$ cat src/rtl/riscv_dmem_ctrl.sv
// M-stage data-memory controller: aligns loads/stores onto a 32-bit request/ack bus,
// stalls the pipeline until the bus answers (or times out) and returns the raw read word.
module riscv_dmem_ctrl #(
  parameter int MP_DATA_WIDTH = 32,
  parameter int MP_ADDR_WIDTH = 32,
  parameter int MP_TIMEOUT    = 255
) (
  input  logic                     iclk,
  input  logic                     irst,
  input  logic                     imem_wr_m,
  input  logic                     imem_rd_m,
  input  logic [2:0]               ifunct3_m,
  input  logic [MP_ADDR_WIDTH-1:0] iaddr_m,
  input  logic [MP_DATA_WIDTH-1:0] iwdata_m,
  output logic [MP_DATA_WIDTH-1:0] ordata_m,
  output logic                     ostall_m,
  output logic                     omisalign_m,
  output logic                     otimeout_m,
  output logic                     obus_req,
  output logic                     obus_we,
  output logic [MP_ADDR_WIDTH-1:0] obus_addr,
  output logic [3:0]               obus_be,
  output logic [MP_DATA_WIDTH-1:0] obus_wdata,
  input  logic                     ibus_ack,
  input  logic [MP_DATA_WIDTH-1:0] ibus_rdata
);

  localparam int CNT_W = $clog2(MP_TIMEOUT + 1);

  typedef enum logic [1:0] {S_IDLE, S_BUSY, S_DONE} state_t;

  state_t                   state_q, state_d;
  logic [CNT_W-1:0]         cnt_q;
  logic                     req_q, we_q, timeout_q;
  logic [MP_ADDR_WIDTH-1:0] addr_q;
  logic [3:0]               be_q;
  logic [MP_DATA_WIDTH-1:0] wdata_q, rdata_q;

  logic                     req, misalign, launch, timeout_hit;
  logic [3:0]               be_d;
  logic [MP_DATA_WIDTH-1:0] wdata_d;

  // Sign/zero extension happens in the datapath, so the unsigned bit is not needed here.
  logic unused_funct3;
  assign unused_funct3 = ifunct3_m[2];

  assign req         = imem_wr_m | imem_rd_m;
  assign launch      = (state_q == S_IDLE) && req && !misalign;
  assign timeout_hit = !ibus_ack && (cnt_q == CNT_W'(MP_TIMEOUT - 1));

  // NOTE: every signal driven in always_comb gets a default first so no latch is inferred.
  always_comb begin
    misalign = 1'b0;
    be_d     = 4'b0000;
    wdata_d  = iwdata_m;
    unique case (ifunct3_m[1:0])
      2'b00: begin
        be_d    = 4'b0001 << iaddr_m[1:0];
        wdata_d = {4{iwdata_m[7:0]}};
      end
      2'b01: begin
        misalign = iaddr_m[0];
        be_d     = 4'b0011 << {iaddr_m[1], 1'b0};
        wdata_d  = {2{iwdata_m[15:0]}};
      end
      2'b10: begin
        misalign = |iaddr_m[1:0];
        be_d     = 4'b1111;
      end
      default: misalign = 1'b1;
    endcase
  end

  // NOTE: sequential state uses non-blocking assignments so every register samples pre-edge values.
  always_ff @(posedge iclk) begin
    if (irst) state_q <= S_IDLE;
    else      state_q <= state_d;
  end

  always_comb begin
    state_d = state_q;
    unique case (state_q)
      S_IDLE:  if (launch) state_d = S_BUSY;
      S_BUSY:  if (ibus_ack || timeout_hit) state_d = S_DONE;
      S_DONE:  state_d = S_IDLE;
      default: state_d = S_IDLE;
    endcase
  end

  always_comb begin
    ostall_m    = (state_q == S_BUSY) || launch;
    omisalign_m = (state_q == S_IDLE) && req && misalign;
  end

  always_ff @(posedge iclk) begin
    if (irst) begin
      cnt_q     <= '0;
      req_q     <= 1'b0;
      we_q      <= 1'b0;
      addr_q    <= '0;
      be_q      <= '0;
      wdata_q   <= '0;
      rdata_q   <= '0;
      timeout_q <= 1'b0;
    end else begin
      timeout_q <= 1'b0;
      unique case (state_q)
        S_IDLE: begin
          if (launch) begin
            req_q   <= 1'b1;
            we_q    <= imem_wr_m;
            addr_q  <= {iaddr_m[MP_ADDR_WIDTH-1:2], 2'b00};
            be_q    <= be_d;
            wdata_q <= wdata_d;
          end
        end
        S_BUSY: begin
          cnt_q <= cnt_q + CNT_W'(1);
          if (ibus_ack) begin
            req_q <= 1'b0;
            if (!we_q) rdata_q <= ibus_rdata;
          end else if (timeout_hit) begin
            req_q     <= 1'b0;
            rdata_q   <= '0;
            timeout_q <= 1'b1;
          end
        end
        S_DONE:  cnt_q <= '0;
        default: cnt_q <= '0;
      endcase
    end
  end

  assign obus_req   = req_q;
  assign obus_we    = we_q;
  assign obus_addr  = addr_q;
  assign obus_be    = be_q;
  assign obus_wdata = wdata_q;
  assign ordata_m   = rdata_q;
  assign otimeout_m = timeout_q;

endmodule

$ cat config.mk
export PLATFORM = sky130hd
export DESIGN_NAME = riscv_dmem_ctrl
export DESIGN_NICKNAME = d
export VERILOG_FILES = /design/src/rtl/riscv_dmem_ctrl.sv
export SDC_FILE = /design/constraint.sdc
export NUM_CORES = 1
export LEC_CHECK = 0
export ABC_CLOCK_PERIOD_IN_PS = 1700
export CAP_MARGIN = 0
export CELL_PAD_IN_SITES_DETAIL_PLACEMENT = 1
export CELL_PAD_IN_SITES_GLOBAL_PLACEMENT = 1
export CORE_MARGIN = 2
export CORE_UTILIZATION = 28
export DETAILED_ROUTE_END_ITERATION = 8
export PLACE_DENSITY_LB_ADDON = 0.1
export SYNTH_ARGS = -nofsm -noshare
export SYNTH_HDL_FRONTEND = slang
export SYNTH_SLANG_ARGS = --single-unit
export TNS_END_PERCENT = 1
$ cat constraint.sdc
create_clock -name iclk -period 1.7 [get_ports iclk]
set_input_delay 0.34 -clock iclk [delete_from_list [all_inputs] [get_ports iclk]]
set_output_delay 0.34 -clock iclk [all_outputs]
set_load 0.005 [all_outputs]
==> results of run 1 <==
## worst min path at each step
stage	endpoint	slack (ns)	cells past startpoint
6_report	state_q[1]	0.31	3
5_1_grt	otimeout_m	0.31	3
4_1_cts	otimeout_m	0.29	3
3_5_place_dp	obus_addr[4]	0.45	2
3_3_place_gp	obus_addr[3]	0.44	2
2_1_floorplan	otimeout_m	0.42	1
## cell families (layout without fill, tap and decap cells)
family                   count (synthesis)  in the layout  synth area share (%)
buffers and inverters                   42            250                  5.04
adder cells (fa/ha/maj)                  2              2                 0.593
AO/OA/AOI/OAI                          137            137                  21.0
other                                    1              2                0.0889
AND/OR/NAND/NOR                        162            162                  15.8
multiplexers                            16             16                  3.79
flip-flops                             111            111                  52.7
XOR/XNOR                                 5              5                  1.04
## flip-flops by register name, summed over array words and instances, names as in the netlist
signal / flops
otimeout_m: 1
obus_wdata: 32
obus_addr: 30
obus_we: 1
state_q: 2
obus_req: 1
ordata_m: 32
obus_be: 4
cnt_q: 8
## per-layer routing
layer / vias to the layer above / track usage, % / share of wire, %
li1: 2047 / - / -
met1: 1948 / 20.2 / 40
met2: 123 / 32.7 / 51
met3: 9 / 7.38 / 8.2
met4: 0 / 5.43 / 0.81
met5: - / 0 / 0
## what timing repair did
| action | in CTS | in global routing |
|---|---|---|
| hold buffers | 0 | 0 |
| gates resized for setup | 14 | 7 |
| gates cloned | 0 | 0 |
| setup endpoints to repair | 64 | 72 |
| pin swaps | 1 | 2 |
| setup buffers | 0 | 1 |
## cells in the mapped netlist (all sizes together)
master,number,share of area (%)
o221a,1,0.27
nor4,1,0.15
a21oi,53,6.3
a22o,32,6.6
mux2i,16,3.8
nand3b,4,0.71
o31ai,1,0.18
dfxtp,111,53
o221ai,1,0.21
nand3,1,0.12
nand2b,3,0.44
a211oi,9,1.6
and3,1,0.15
a21boi,1,0.18
xnor2,1,0.21
nor2,29,2.6
o21ai,28,3.3
clkbuf,16,1.4
nor3,1,0.24
buf,23,3.4
o21ba,1,0.24
ha,2,0.59
inv,3,0.27
a311oi,8,1.7
a31oi,1,0.15
xor2,4,0.83
or2,2,0.30
o211a,1,0.24
or3,2,0.30
nand2,113,10
nor2b,1,0.15
nand4,4,0.59
conb,1,0.089
## power breakdown
part	internal [mW]	switching (mW)
clock	1.04	1.00
sequential	2.76	0.0870
combinational	0.695	0.497
total	4.50	1.59
## worst max-delay path, cell delays in order, from the launching register on
cell     delay [ns]
dfxtp_1        0.40
ha_1           0.19
nand3_1        0.13
o31ai_2        0.24
a31oi_2        0.14
buf_12         0.18
a22o_1         0.19
## stage by stage
| stage | util [%] | setup TNS, ns | std cells |
|---|---|---|---|
| finish | 47.1 | 0 | 869 |
| floorplan | - | 0 | 477 |
| global route | 47.1 | -0.00275 | 869 |
| CTS | 47.0 | 0 | 868 |
| global placement | 45.1 | -32.74 | 852 |
| detailed placement | 45.1 | -38.07 | 852 |
## cell type report
type,instances,share of cell area (%)
clock buffers,10,3.47
clock inverters,6,0.653
inverters,3,0.163
multi-input cells,324,26.5
flip-flops and latches,111,32.3
well taps,184,3.34
repair buffers,231,33.7
## cells in the final DEF, fill, tap and decap left out, drive strengths merged, types with 3 or more instances in the layout
cell type	count
a211oi	9
a21oi	53
a22o	32
a311oi	8
buf	28
clkbuf	11
clkdlybuf4s50	196
clkinvlp	3
dfxtp	111
dlygate4sd2	4
inv	4
mux2i	16
nand2	113
nand2b	3
nand3b	4
nand4	4
nor2	29
o21ai	28
xor2	4
==> results.yml, run 1 <==
die:
  rows: 44
  die_height_um: 127
  die_w_um: 127
  core_um2: 14600
  dieArea_um2: 16100
  io_pins: 209
  initial_core_util_pct: 28.8
placed_design:
  io_buffers: 205
  place_ws_ns: -0.586
  post-dp-hpwl_mm: 10.5
  gp_congestion: 0.778
  postPlaceCellArea_um2: 6600
detailed_routing:
  routed_wl_mm: 14.3
  drc_errors: 0
  drtPass1Iterations: 4
  wl_per_cell_um: 16.5
  avgViaCountPerCell: 4.75
  ant_nets: 0
  vias: 4127
  dr.first_iter.drc_count: 123
timing:
  hold_viol_final: 0
  clock_skew_ns: 0.00543
  max_freq_mhz: 623
  slew_headroom_pct: 59.1
  whs_ns: 0.307
  post-route-min-period_ns: 1.60
  tightest_slew_ns: 0.614
  final.period_utilization_pct: 94.4
  slew_violations: 0
  setup_slack_ns: 0.0960
  rsz0062_at_grt: "true"
  setup_viol: 0
critical_path:
  critical_path_class: "register to register"
  r2r_slack_ns: 0.1
  cp_max_fo: 32
  r2r-end: "ordata_m[14]"
  arrival_ns: 1.85
  startpoint: "cnt_q[1]"
  r2r_start: "cnt_q[1]"
  crit_end: "ordata_m[14]"
  end_kind: "register"
  cp-start-kind: "register"
  cp.required_ns: 1.95
  worst_r2r_path_depth: 6
clock_tree:
  cts_tree: "done"
  cts.sinks: 111
  cts_buffers: 9
  worst_skew_pair.late_latency_ns: 0.35
  clock_path_buffers: 2
  clockRootBuffer: "clkbuf_16"
  cts.htree.levels: 3
  cts.clk_slew.worst_paths_ns: 0.07
grt:
  grt_pass1_wl_mm: 23.3
  grt_max_degree: 58
  grt_pass1_vias: 4373
  track_usage_pct: 18.4
  grt-ovfl-total: 0
  antenna_found_initial: 0
cells_and_area:
  final_cell_area_um2: 6890
  area_growth_pct: 63.3
  seqCellArea_um2: 2220
  num-nets-final: 786
  multi_input_area_um2: 1820
  diodes: 0
  fillers: 1693
  drive_above_1_share_pct: 8.47
synth:
  syn_area_per_cell_um2: 8.87
  synth.cell_area_um2: 4220
  synth_cell_types: 36
  ys_ff_latch: 111
  seq_area_frac_synth_pct: 52.7
  netlist_instances: 476
  ys_warn_count: 0
job:
  drv_cap: 0
worst_hold_path:
  min_path_type: "input pin to register"
  hp-start: "irst"
outcome:
  status: "finished, final reports clean"
pwr:
  vdd_drop_max_mv: 0.609
  power_mw: 6.08
  power_leakage_nw: 2.56
  power_density_nw_per_um2: 883
(Power assumes the default switching activity.)
==> inputs of run 2 (changes only) <==
- MAX_ROUTING_LAYER: default -> met4
- SLEW_MARGIN: default -> 10
==> results.yml, run 2 (synthesized netlist as in run 1, its figures left out) <==
grt:
  grt_pass1_wl_mm: 23.3
  grt-ovfl-total: 0
  track_usage_pct: 18.8
  grt_pass1_vias: 4364
  antenna_found_initial: 0
  grt_max_degree: 58
placed_design:
  gp_congestion: 0.789
  placed_cells: 852
  post-dp-hpwl_mm: 10.5
  io_buffers: 205
  postPlaceCellArea_um2: 6600
detailed_routing:
  drtPass1Iterations: 4
  wl_per_cell_um: 16.5
  drc_errors: 0
  ant_nets: 0
  routed_wl_mm: 14.4
  vias: 4126
  dr.first_iter.drc_count: 139
  avgViaCountPerCell: 4.75
critical_path:
  arrival_ns: 1.85
  end_kind: "register"
  startpoint: "cnt_q[1]"
  cp.required_ns: 1.95
  worst_r2r_path_depth: 6
  cp_max_fo: 32
  crit_end: "ordata_m[14]"
  r2r-end: "ordata_m[14]"
  critical_path_class: "register to register"
  r2r_slack_ns: 0.10
  r2r_start: "cnt_q[1]"
  cp-start-kind: "register"
die:
  die_w_um: 127
  rows: 44
  core_um2: 14600
  die_height_um: 127
  initial_core_util_pct: 28.8
  io_pins: 209
  dieArea_um2: 16100
clock_tree:
  cts.sinks: 111
  clockRootBuffer: "clkbuf_16"
  clock_path_buffers: 2
  cts.htree.levels: 3
  worst_skew_pair.late_latency_ns: 0.35
  cts.clk_slew.worst_paths_ns: 0.07
  cts_buffers: 9
  cts_tree: "done"
timing:
  hold_viol_final: 0
  post-route-min-period_ns: 1.60
  rsz0062_at_grt: "true"
  slew_violations: 0
  max_freq_mhz: 625
  clock_skew_ns: 0.00346
  whs_ns: 0.306
  setup_tns_ns: 0
  slew_headroom_pct: 58.9
  tightest_slew_ns: 0.617
  setup_viol: 0
  final.period_utilization_pct: 94.1
cells_and_area:
  final-instance-count-excl-fill: 869
  final_cell_area_um2: 6890
  layout_commonest_cell: "clkdlybuf4s50_1"
  drive_above_1_share_pct: 8.47
  mostFrequentLayoutCells: "196 x clkdlybuf4s50_1, 113 x nand2_1, 110 x dfxtp_1"
  num-nets-final: 786
  area_growth_pct: 63.3
  diodes: 0
worst_hold_path:
  min_path_type: "input pin to register"
pwr:
  power_mw: 6.09
  vdd_drop_max_mv: 0.610
  power_density_nw_per_um2: 883
  power_leakage_nw: 2.56
job:
  drv_cap: 0
outcome:
  status: "finished, final reports clean"
-- run 2: repair_timing --
item / in CTS / in global routing
setup endpoints to repair: 64 / 70
setup buffers: 0 / 1
hold buffers: 0 / 0
pin swaps: 1 / 2
resized for setup: 14 / 7
-- run 2: power breakdown --
| part | leakage, nW | internal [mW] | total [mW] | switching (mW) |
|---|---|---|---|---|
| Combinational | 1.52 | 0.695 | 1.19 | 0.499 |
| Clock | 0.131 | 1.04 | 2.05 | 1.01 |
| Sequential | 0.907 | 2.76 | 2.85 | 0.0869 |
-- run 2: critical path: stages (launching register included) --
cell and delay (ns):
dfxtp_1 0.40, ha_1 0.19, nand3_1 0.13, o31ai_2 0.24, a31oi_2 0.14, buf_12 0.18, a22o_1 0.19
-- run 2: worst min-delay path by stage --
| stage | start | cells past startpoint | to |
|---|---|---|---|
| finish | irst | 3 | state_q[1] |
| global placement | obus_addr[3] | 2 | obus_addr[3] |
| global route | irst | 3 | otimeout_m |
| CTS | irst | 3 | otimeout_m |
| floorplan | ibus_ack | 1 | otimeout_m |
| detailed placement | obus_addr[4] | 2 | obus_addr[4] |
-- run 2: per-layer routing --
layer	wire [um]	GRT usage, %
met2	7190	32.5
met1	5880	20.6
met5	0	-
met3	1090	6.66
met4	189	5.43
-- run 2: area by class of cell --
class | instances | area [um2]
Sequential cell | 111 | 2220
Fill cell | 1693 | 7750
Multi-Input combinational cell | 324 | 1820
Clock buffer | 10 | 239
Tap cell | 184 | 230
Clock inverter | 6 | 45.0
Inverter | 3 | 11.3
Timing Repair Buffer | 231 | 2320
-- run 2: through the flow --
stage | utilization, % | worst slack, ns
2_1_floorplan | - | 0.195
3_3_place_gp | 45.1 | -0.567
3_5_place_dp | 45.1 | -0.586
4_1_cts | 47.0 | 0.00188
5_1_grt | 47.1 | -0.00275
6_report | 47.1 | 0.101
==> inputs of run 3 (changes only) <==
- SKIP_CTS_REPAIR_TIMING: default -> 1
==> results.yml, run 3 (synthesized netlist as in run 1, its figures left out) <==
critical_path:
  cp_cell_sequence: "inv_2, ha_4, nand3_4, o31ai_4, a31oi_4, clkbuf_16, a22o_1"
  cp.required_ns: 1.95
  critical_path_class: "register to register"
  cp-start-kind: "register"
  r2r_start: "cnt_q[0]"
  path_delay_family: "compound AO/OA/AOI/OAI gates"
  cp_max_fo: 8
  path_buf_inv: 2
  max_stage_delay_ns: 0.36
  end_kind: "register"
  worst_r2r_path_depth: 7
  startpoint: "cnt_q[0]"
  slowest_stage: "dfxtp_4"
  crit_cells: 7
  arrival_ns: 1.90
detailed_routing:
  vias: 4159
  drtPass1Iterations: 4
  wl_per_cell_um: 16.9
  avgViaCountPerCell: 4.77
  drc_errors: 0
  dr.first_iter.drc_count: 145
  ant_nets: 0
  routed_wl_mm: 14.7
cells_and_area:
  final_cell_area_um2: 7030
  drive_above_1_share_pct: 9.17
  area_growth_pct: 66.6
  fillers: 1680
  layout_commonest_cell: "clkdlybuf4s50_1"
  mostFrequentLayoutCells: "196 x clkdlybuf4s50_1, 113 x nand2_1, 109 x dfxtp_1"
  num-nets-final: 788
  diodes: 0
clock_tree:
  cts_buffers: 9
  clockRootBuffer: "clkbuf_16"
  cts.htree.levels: 3
  worst_skew_pair.late_latency_ns: 0.35
  clock_path_buffers: 2
  cts.sinks: 111
  cts_tree: "done"
  cts.clk_slew.worst_paths_ns: 0.07
die:
  die_height_um: 127
  core_um2: 14600
  dieArea_um2: 16100
  die_w_um: 127
  rows: 44
  initial_core_util_pct: 28.8
  io_pins: 209
placed_design:
  post-dp-hpwl_mm: 10.5
  io_buffers: 205
  gp_congestion: 0.789
  postPlaceCellArea_um2: 6600
timing:
  post-route-min-period_ns: 1.65
  setup_tns_ns: 0
  slew_violations: 0
  clock_skew_ns: 0.00344
  hold_viol_final: 0
  final.period_utilization_pct: 97.1
  setup_viol: 0
  max_freq_mhz: 606
pwr:
  power_leakage_nw: 2.65
  vdd_drop_max_mv: 0.610
  power_density_nw_per_um2: 872
grt:
  grt-ovfl-total: 0
  grt_max_degree: 58
  track_usage_pct: 18.8
  grt_pass1_wl_mm: 23.3
  antenna_found_initial: 0
  grt_pass1_vias: 4370
outcome:
  status: "finished, final reports clean"
worst_hold_path:
  min_path_type: "input pin to register"
  hp-start: "irst"
  holdPathStages: 3
job:
  drv_cap: 0
## run 3: cell count changes in the layout (fill, tap and decap cells not counted), sizes merged
cell           before  now
dlymetal6s2s        0    7
dlygate4sd2         4    0
clkbuf             11   13
clkdlybuf4s15       2    0
buf                28   27
## run 3: path summary, 6_finish.rpt
path,to,slack (ns)
setup / recovery,ordata_m[26],0.05
hold / removal,otimeout_m,0.31
setup reg to reg,ordata_m[26],0.05
hold reg to reg,obus_addr[26],0.46
## run 3: power by group
group | internal (mW) | switching, mW
registers | 2.76 | 0.0878
logic | 0.723 | 0.516
clock network | 1.04 | 1.00
total | 4.53 | 1.60
## run 3: final cells by class
| type | instances | area, um2 | area share (%) |
|---|---|---|---|
| clock buffer | 10 | 239 | 3.40 |
| clock inverter | 6 | 45.0 | 0.641 |
| inverter | 3 | 11.3 | 0.160 |
| multi-input combinational | 324 | 1880 | 26.7 |
| sequential | 111 | 2230 | 31.7 |
| tap | 184 | 230 | 3.28 |
| timing repair buffer | 233 | 2400 | 34.1 |
## run 3: metal layers
metal | part of all wire (%) | track usage [%] | up-vias
met3 | 7.5 | 6.66 | 13
met4 | 1.3 | 5.43 | 0
met1 | 40 | 20.6 | 1974
li1 | - | - | 2051
met5 | 0 | - | -
met2 | 52 | 32.5 | 121
## run 3: worst reg2reg max path, stage by stage (launching register included)
cell	delay, ns
dfxtp_4	0.36
inv_2	0.07
ha_4	0.14
nand3_4	0.09
o31ai_4	0.27
a31oi_4	0.21
clkbuf_16	0.22
a22o_1	0.18
## run 3: metrics by stage
step                      total power [mW]  hold WS [ns]  worst slack, ns  instances  util, %
after global placement                4.09         0.442           -0.567        852     45.1
after CTS                             6.22         0.293           -0.590        868     47.0
after detailed placement              4.12         0.450           -0.586        852     45.1
after floorplan                       3.34         0.419            0.195        477        -
final                                 6.13         0.315           0.0485        871     48.0
after global routing                  6.48         0.309          -0.0252        871     48.0
